### config.mk
export PLATFORM = sky130hd
export DESIGN_NAME = matrix_writeback
export DESIGN_NICKNAME = d
export VERILOG_FILES = /design/src/rtl/matrix_writeback.sv
export SDC_FILE = /design/constraint.sdc
export NUM_CORES = 2
export LEC_CHECK = 0
export ABC_CLOCK_PERIOD_IN_PS = 2150
export BUFFER_PORTS_ARGS = -buffer_cell sky130_fd_sc_hd__buf_2
export CAP_MARGIN = 30
export CORE_AREA = 2 2 416 418
export CTS_CLUSTER_DIAMETER = 50
export DETAILED_ROUTE_END_ITERATION = 8
export DIE_AREA = 0 0 418 420
export GPL_ROUTABILITY_DRIVEN = 0
export PLACE_DENSITY = 0.61
export SYNTH_ARGS = -nofsm -noshare
export SYNTH_HDL_FRONTEND = slang
export SYNTH_SLANG_ARGS = --single-unit
export TNS_END_PERCENT = 1
### constraint.sdc
create_clock -name CLK -period 2.15 [get_ports CLK]
set_input_delay 0 -clock CLK [delete_from_list [all_inputs] [get_ports CLK]]
set_output_delay 0 -clock CLK [all_outputs]
set_load 0.01 [all_outputs]
### src/rtl/matrix_writeback.sv
// Write-back stage: takes 512-bit FFT result words and writes them into two 256-bit line-RAM banks.
// Optional macro WB_PARITY_EN adds per-lane even-parity outputs Par1_o/Par2_o.
module matrix_writeback #(
    parameter int unsigned ADDR_W     = 9,
    parameter int unsigned LINE_WORDS = 256,
    parameter int unsigned LINES      = 512,
    parameter int unsigned LINE_W     = 10
) (
    input  logic              CLK,
    input  logic              Reset_n,
    input  logic              LVAL,
    input  logic [511:0]      D_i,
    input  logic              D_valid,
    output logic              D_ready,
    input  logic              RAM_Busy,
    output logic [ADDR_W-1:0] WrAddr,
    output logic              WrEn1,
    output logic              WrEn2,
    output logic [255:0]      D1_o,
    output logic [255:0]      D2_o,
    output logic [LINE_W-1:0] Line_o,
    output logic              Line_done,
    output logic              Line_err,
`ifdef WB_PARITY_EN
    output logic [7:0]        Par1_o,
    output logic [7:0]        Par2_o,
`endif
    output logic              Frame_done
);

    localparam int unsigned       CNT_W       = ADDR_W + 1;
    localparam logic [CNT_W-1:0]  LINE_WORDS_C = CNT_W'(LINE_WORDS);
    localparam logic [LINE_W-1:0] LAST_LINE    = LINE_W'(LINES - 1);

    typedef enum logic [1:0] {
        StIdle,
        StLine,
        StFlush,
        StEnd
    } state_e;

    state_e state_q, state_d;

    logic              lval_q;
    logic              lval_rise;
    logic [CNT_W-1:0]  acc_cnt_q, acc_cnt_d;
    logic [CNT_W-1:0]  wr_cnt_q, wr_cnt_d;
    logic [LINE_W-1:0] line_q, line_d;

    // 2-entry skid FIFO
    logic [511:0] fifo_mem_q [2];
    logic         fifo_rd_q;
    logic         fifo_wr_q;
    logic [1:0]   fifo_cnt_q, fifo_cnt_d;
    logic         fifo_empty;
    logic         fifo_full;

    logic         push;
    logic         pop;
    logic         store;
    logic         deq;
    logic [511:0] pop_word;

    logic              wr_en_q;
    logic [ADDR_W-1:0] wr_addr_q;
    logic [255:0]      d1_q, d2_q;

    assign lval_rise  = LVAL && !lval_q;
    assign fifo_empty = (fifo_cnt_q == 2'd0);
    assign fifo_full  = (fifo_cnt_q == 2'd2);

    assign D_ready = (state_q == StLine) && LVAL && !fifo_full && (acc_cnt_q < LINE_WORDS_C);
    assign push    = D_valid && D_ready;

    // An empty FIFO lets the incoming word fall straight through to the write registers.
    assign pop      = (!fifo_empty || push) && !RAM_Busy;
    assign store    = push && !(fifo_empty && pop);
    assign deq      = pop && !fifo_empty;
    assign pop_word = fifo_empty ? D_i : fifo_mem_q[fifo_rd_q];

    assign fifo_cnt_d = fifo_cnt_q + {1'b0, store} - {1'b0, deq};

    always_comb begin
        state_d = state_q;
        unique case (state_q)
            StIdle: begin
                if (lval_rise) begin
                    state_d = StLine;
                end
            end
            StLine: begin
                if (wr_cnt_q == LINE_WORDS_C) begin
                    state_d = StEnd;
                end else if (!LVAL && (acc_cnt_q < LINE_WORDS_C)) begin
                    state_d = StFlush;
                end
            end
            StFlush: begin
                if (fifo_empty && (wr_cnt_q == acc_cnt_q)) begin
                    state_d = StEnd;
                end
            end
            StEnd: begin
                state_d = StIdle;
            end
            default: begin
                state_d = StIdle;
            end
        endcase
    end

    always_comb begin
        acc_cnt_d = acc_cnt_q + CNT_W'(push);
        wr_cnt_d  = wr_cnt_q + CNT_W'(pop);
        line_d    = line_q;
        if (state_q == StEnd) begin
            acc_cnt_d = '0;
            wr_cnt_d  = '0;
            line_d    = (line_q == LAST_LINE) ? '0 : line_q + LINE_W'(1);
        end
    end

    always_ff @(posedge CLK or negedge Reset_n) begin
        if (!Reset_n) begin
            state_q   <= StIdle;
            // Treat LVAL as already high so a level held through reset is not taken as a rise.
            lval_q    <= 1'b1;
            acc_cnt_q <= '0;
            wr_cnt_q  <= '0;
            line_q    <= '0;
        end else begin
            state_q   <= state_d;
            lval_q    <= LVAL;
            acc_cnt_q <= acc_cnt_d;
            wr_cnt_q  <= wr_cnt_d;
            line_q    <= line_d;
        end
    end

    always_ff @(posedge CLK or negedge Reset_n) begin
        if (!Reset_n) begin
            fifo_mem_q[0] <= '0;
            fifo_mem_q[1] <= '0;
            fifo_rd_q     <= 1'b0;
            fifo_wr_q     <= 1'b0;
            fifo_cnt_q    <= 2'd0;
        end else begin
            if (store) begin
                fifo_mem_q[fifo_wr_q] <= D_i;
                fifo_wr_q             <= ~fifo_wr_q;
            end
            if (deq) begin
                fifo_rd_q <= ~fifo_rd_q;
            end
            fifo_cnt_q <= fifo_cnt_d;
        end
    end

    always_ff @(posedge CLK or negedge Reset_n) begin
        if (!Reset_n) begin
            wr_en_q   <= 1'b0;
            wr_addr_q <= '0;
            d1_q      <= '0;
            d2_q      <= '0;
        end else begin
            wr_en_q <= pop;
            if (pop) begin
                wr_addr_q <= wr_cnt_q[ADDR_W-1:0];
                d1_q      <= pop_word[511:256];
                d2_q      <= pop_word[255:0];
            end else if (state_q == StEnd) begin
                wr_addr_q <= '0;
            end
        end
    end

`ifdef WB_PARITY_EN
    logic [7:0] par1_d, par2_d;
    logic [7:0] par1_q, par2_q;

    always_comb begin
        par1_d = '0;
        par2_d = '0;
        for (int j = 0; j < 8; j++) begin
            par1_d[j] = ^pop_word[511-32*j -: 32];
            par2_d[j] = ^pop_word[255-32*j -: 32];
        end
    end

    always_ff @(posedge CLK or negedge Reset_n) begin
        if (!Reset_n) begin
            par1_q <= '0;
            par2_q <= '0;
        end else if (pop) begin
            par1_q <= par1_d;
            par2_q <= par2_d;
        end
    end

    assign Par1_o = par1_q;
    assign Par2_o = par2_q;
`endif

    assign WrEn1      = wr_en_q;
    assign WrEn2      = wr_en_q;
    assign WrAddr     = wr_addr_q;
    assign D1_o       = d1_q;
    assign D2_o       = d2_q;
    assign Line_o     = line_q;
    assign Line_done  = (state_q == StEnd);
    assign Line_err   = (state_q == StEnd) && (wr_cnt_q != LINE_WORDS_C);
    assign Frame_done = (state_q == StEnd) && (line_q == LAST_LINE);

endmodule

# After elaboration in Yosys (flattened, before gate mapping)
# Index checks and enable logic that the tools add are counted.
# word_totals
ff_bits	1583
out_inout_bits	537
# op_classes
n_addsub	5
order_cmp	4
n_eq_ne	11
muxes	17
bitwise_logic	4
reduce_logical	25
# op_table
operator	count
2-to-1 mux 512 bit	5
bitwise mux 1024 bit	1
demux 512 bit (select 1 bit)	1
2-to-1 mux 10 bit	3
adder 10 x 1 -> 10 bit	2
equality test 10 x 9 -> 1 bit, second input constant	2
2-to-1 mux 9 bit	2
logical AND 1 bit	14
adder 10 x 1 -> 10 bit, second input constant	1
equality test 10 bit	1
< comparator 10 x 9 -> 1 bit, second input constant	1
!= test 10 x 9 -> 1 bit, second input constant	1
2-to-1 mux 2 bit	4
one-hot mux 2 bit (4 select lines)	1
equality test 2 bit, second input constant	3
zero test 1 bit	6
greater-or-equal comparator 2 bit, second input constant	2
zero test 2 bit	2
!= test 2 bit, second input constant	2
NOT 1 -> 2 bit	2
!= test 3 x 1 -> 1 bit, second input constant	1
AND reduction 3 bit	1
adder 2 x 1 -> 2 bit	1
equality test 2 x 1 -> 1 bit, second input constant	1
other kinds (5)	6

# Logic depth before layout (Yosys ltp)
# depth
ltp_word	12
ltp_mapped	14
depth_no_buf	11

# Worst setup path after synthesis
# OpenSTA, ideal clock, no wires.
# synth_path
path_type	register to register
start	register state_q[1]
end	register wr_cnt_q[7]
setup_time_ns	0.132
arrival_ns	2.238
slack_ns	-0.220
path_stages_with_launch	15
path_buffers	3
synth_period_minus_slack_ns	2.370
cell_sequence	dfrtp_1 > inv_1 > ha_1 > and4bb_1 > nand3_1 > a21o_1 > buf_6 > buf_6 > buf_6 > clkinv_4 > ha_1 > and3_1 > nand3_1 > xor2_1 > nor2_1
# synth_between
elab_chain_len	9
elab_cells_between_ends	10
cone_classes	add/sub: 1; eq/ne: 2; mux: 1; reduce/logical: 6
# synth_rtl
item	line_no	rtl
start: declaration	42	state_e state_q, state_d;
start signal: assignment	125	state_q <= StIdle;
start signal: assignment	132	state_q <= state_d;
equality test 2 x 1 -> 1 bit	72	assign D_ready = (state_q == StLine) && LVAL && !fifo_full && (acc_cnt_q < LINE_WORDS_C);
logical AND 1 bit (3 in a row)	72	
logical AND 1 bit	73	assign push = D_valid && D_ready;
logical OR 1 bit	76	assign pop = (!fifo_empty || push) && !RAM_Busy;
logical AND 1 bit	76	
net pop	59	logic pop;
adder 10 x 1 -> 10 bit	114	wr_cnt_d = wr_cnt_q + CNT_W'(pop);
2-to-1 mux 10 bit	116	if (state_q == StEnd) begin
net wr_cnt_d[7]	47	logic [CNT_W-1:0] wr_cnt_q, wr_cnt_d;
end signal: assignment	135	wr_cnt_q <= wr_cnt_d;
end: declaration	47	
# The timed path passes the listed nets, and every way through them passes these cells.
# A chain may end at the register's enable or synchronous reset.

# Worst setup path after layout
# layout_path
start	register state_q[1]
end	register fifo_mem_q[823] (netlist bit)
# layout_between
elab_chain_len	10
# layout_rtl
item	line_no	rtl
equality test 2 x 1 -> 1 bit (*)	72	
logical AND 1 bit (*) (3 in a row)	72	
logical AND 1 bit (*)	73	
logical OR 1 bit	76	
logical AND 1 bit	76	
logical AND 1 bit	77	assign store = push && !(fifo_empty && pop);
zero test 1 bit	77	
logical AND 1 bit (*)	77	
end signal: indexed assignment	149	fifo_mem_q[fifo_wr_q] <= D_i;
end: declaration	51	logic [511:0] fifo_mem_q [2];
# Every way passes the cells marked *; elsewhere a longest branch is shown, timed or not.

==> impl_metrics.env <==
export IMPL_status="finished with violations"
export IMPL_violations="setup timing"
export IMPL_post_route_util=0.5682
export IMPL_cap_violations=0
export IMPL_synth_seq_cells=1583
export IMPL_seq_area_frac_synth=0.5568
export IMPL_slew_headroom=0.5079
export IMPL_portBuffers=1053
export IMPL_fmax_ghz=0.4305
export IMPL_ant_nets=0
export IMPL_cp_start_kind="flip-flop"
export IMPL_drt_iter0_markers=3757
export IMPL_path_class="reg -> reg"
export IMPL_htreeDepth=4
export IMPL_antenna_found_initial=20
export IMPL_syn_mean_instance_area_um2=12.39
export IMPL_ir_drop_mv=0.7693
export IMPL_grt_overflow_total=0
export IMPL_post_route_min_period_ns=2.323
export IMPL_p_int_mw=87.89
export IMPL_syn_nets=6272
export IMPL_p_switching_mw=48.23
export IMPL_netSwitchingFraction=0.3543
export IMPL_worst_skew_pair_late_latency_ns=0.83
export IMPL_hold_viol=0
export IMPL_setup_violations=762
export IMPL_synth_area_um2=71140
export IMPL_first_pass_iters=5
export IMPL_drc=0
export IMPL_stdcell_count=10352
export IMPL_p_per_area_nw_per_um2=1401
export IMPL_io_pins=1054
export IMPL_fin_skew_ns=0.04208
export IMPL_hold_slack_ns=0.03489
export IMPL_dp_cells=8904
export IMPL_synth_edf_count=0
export IMPL_arrival_ns=3.00
export IMPL_synth_ff_type="dfrtp_1"
export IMPL_dp_hpwl_mm=139.7
export IMPL_clock_sinks=1583
export IMPL_finalPower_mw=136.1
export IMPL_area_growth_pct=36.54
export IMPL_p_clk_frac=0.231
export IMPL_grt_first_pass_wirelength_mm=333.9
export IMPL_rsz0062_at_grt="true"
export IMPL_clockBufferDepth=3
export IMPL_die_h_um=420
export IMPL_worst_slew_pin_slew_ns=0.7382
export IMPL_ys_warn_count=0
export IMPL_chipWidth_um=418
export IMPL_hp_class="in -> reg"
export IMPL_seqPwrFrac=0.374
export IMPL_worstPathMaxFanout=37
export IMPL_clk_pin_slew_ns=0.06
export IMPL_grt_max_degree=133
export IMPL_die_area_um2=175600
export IMPL_synth_cell_types=48
export IMPL_combPwrFrac=0.396
export IMPL_via_per_inst=5.227
export IMPL_layout_setup_ws_ns=-0.1728
export IMPL_period_share=1.080
export IMPL_synthCells=5743
export IMPL_first_global_vias=56974
export IMPL_cp_required_ns=2.83
export IMPL_layout_common_cells="dfrtp_1 (1581), dlygate4sd3_1 (1086), buf_2 (1051)"
export IMPL_final_layout_size_suffix_gt1_frac=0.3279
export IMPL_numCtsBuffers=177
export IMPL_cts_tree="yes"
export IMPL_layout_nets=8488
export IMPL_fp_coreArea_um2=171000
export IMPL_mostFrequentLayoutCell="dfrtp_1"
export IMPL_asyncSetResetFlopFracSynth=1.000
export IMPL_grt_use_total=0.2425
export IMPL_cp_end_kind="flip-flop"
export IMPL_wl_per_cell_um=21.42
export IMPL_drt_total_wl_mm=221.8
export IMPL_row_count=152
export IMPL_slew_viol_final=0
export IMPL_leakagePower_nw=47.03
export IMPL_start_util=0.4161
export IMPL_vias=54109
export IMPL_ctsRootBufferMaster="clkbuf_16"
==> sequential cells by signal, indices dropped and copies added, names as in the netlist, 2 cells and up <==
signal and flops:
state_q 2, fifo_cnt_q 2, WrAddr 9, wr_cnt_q 10, Line_o 10, D1_o 256, D2_o 256, fifo_mem_q 1024
acc_cnt_q 10
==> repair_timing <==
item	4_1_cts	5_1_grt
gates resized for setup	42	109
cloned	1	11
pin swaps	3	8
hold endpoints to repair	3138	0
endpoints found under the setup margin	877	1254
setup buffers	1	9
hold buffers	1087	0
==> worst paths after layout <==
| path | startpoint | endpoint | slack [ns] | cells past startpoint |
|---|---|---|---|---|
| setup reg to reg | state_q[1] | fifo_mem_q[823] | -0.17 | 9 |
| max in group asynchronous | Reset_n | D1_o[55] | 0.83 | 4 |
| min in group asynchronous | Reset_n | fifo_mem_q[405] | 0.48 | 4 |
| setup / recovery | state_q[1] | fifo_mem_q[823] | -0.17 | 9 |
| hold / removal | D_i[293] | D1_o[37] | 0.03 | 4 |
| hold reg to reg | D1_o[14] | D1_o[14] | 0.47 | 2 |
==> kinds of logic (layout without fill, tap and decap cells) <==
logic type      after synthesis  after routing  synth area share
compound gates             1035           1035           0.07337
simple gates               1125           1125           0.06152
fa+ha+maj                    12             12          0.002110
flops                      1583           1583            0.5568
mux                        1540           1540            0.2559
xor+xnor                     37             37          0.004555
buf+inv                     411           2771           0.04574
other cells                   0             16                 0
==> final cells by class <==
class	count	area, um^2
timing repair buffer	2441	20020
multi-input combinational	3749	28590
tap	2233	2794
inverter	7	41.29
clock inverter	73	935.9
clock buffer	250	5107
sequential	1583	39620
antenna	16	40.04
fill	13673	73830
==> critical path, cell delays in order (launching register included) <==
cell,delay [ns]
dfrtp_1,0.38
inv_2,0.08
ha_4,0.12
and4bb_1,0.21
nand3_2,0.11
o21bai_4,0.21
nor2_8,0.17
buf_12,0.20
buf_12,0.30
mux2_4,0.33
==> power by group through the flow <==
stage               clock network, mW  logic, mW  registers (mW)
floorplan                           0       33.2            50.3
global placement                    0       49.5            50.3
detailed placement                  0       50.5            50.8
CTS                              31.9       52.5            50.5
global route                     33.2       58.7            52.1
finish                           31.4       53.9            50.9
==> metrics by stage <==
| stage | cell area [um^2] | setup slack, ns | setup TNS [ns] |
|---|---|---|---|
| after floorplan | 71200 | -0.07304 | -0.3575 |
| after global placement | 79310 | -0.1413 | -69.65 |
| after detailed placement | 79310 | -0.1295 | -44.91 |
| after CTS | 96400 | -0.2463 | -23.58 |
| after global routing | 97140 | -0.2573 | -106.86 |
| final | 97140 | -0.1728 | -37.99 |
==> Yosys cell counts, types with 3 or more instances <==
cell	instances	area [um^2]
buf_4	9	67.56
and3_1	6	37.54
buf_2	63	315.3
ha_1	12	150.1
mux2_1	81	912.1
nand4_1	3	18.77
mux2_2	547	6160
nor2b_1	5	31.28
clkbuf_1	168	630.6
mux2_4	400	6006
a21oi_1	512	2562
buf_8	8	120.1
nor4_1	3	18.77
o21ai_1	55	275.3
dfrtp_1	1582	39590
mux2i_1	512	5125
xor2_1	26	227.7
o21ai_0	459	2297
nand3_1	19	95.09
buf_6	105	1182
buf_1	7	26.28
nand3b_1	8	60.06
nor2_1	540	2027
buf_12	44	880.8
inv_1	6	22.52
nand2_1	531	1993
xnor2_1	11	96.34
==> metal layers <==
metal  global-route usage  wire (um)  vias to the layer above
met5                    0         34                        -
met1               0.2981      89300                    27219
met3              0.04527      11150                      658
met4               0.1476      14100                        6
li1                     -          -                    24347
met2               0.3964     107200                     1879
(Power assumes the default switching activity.)
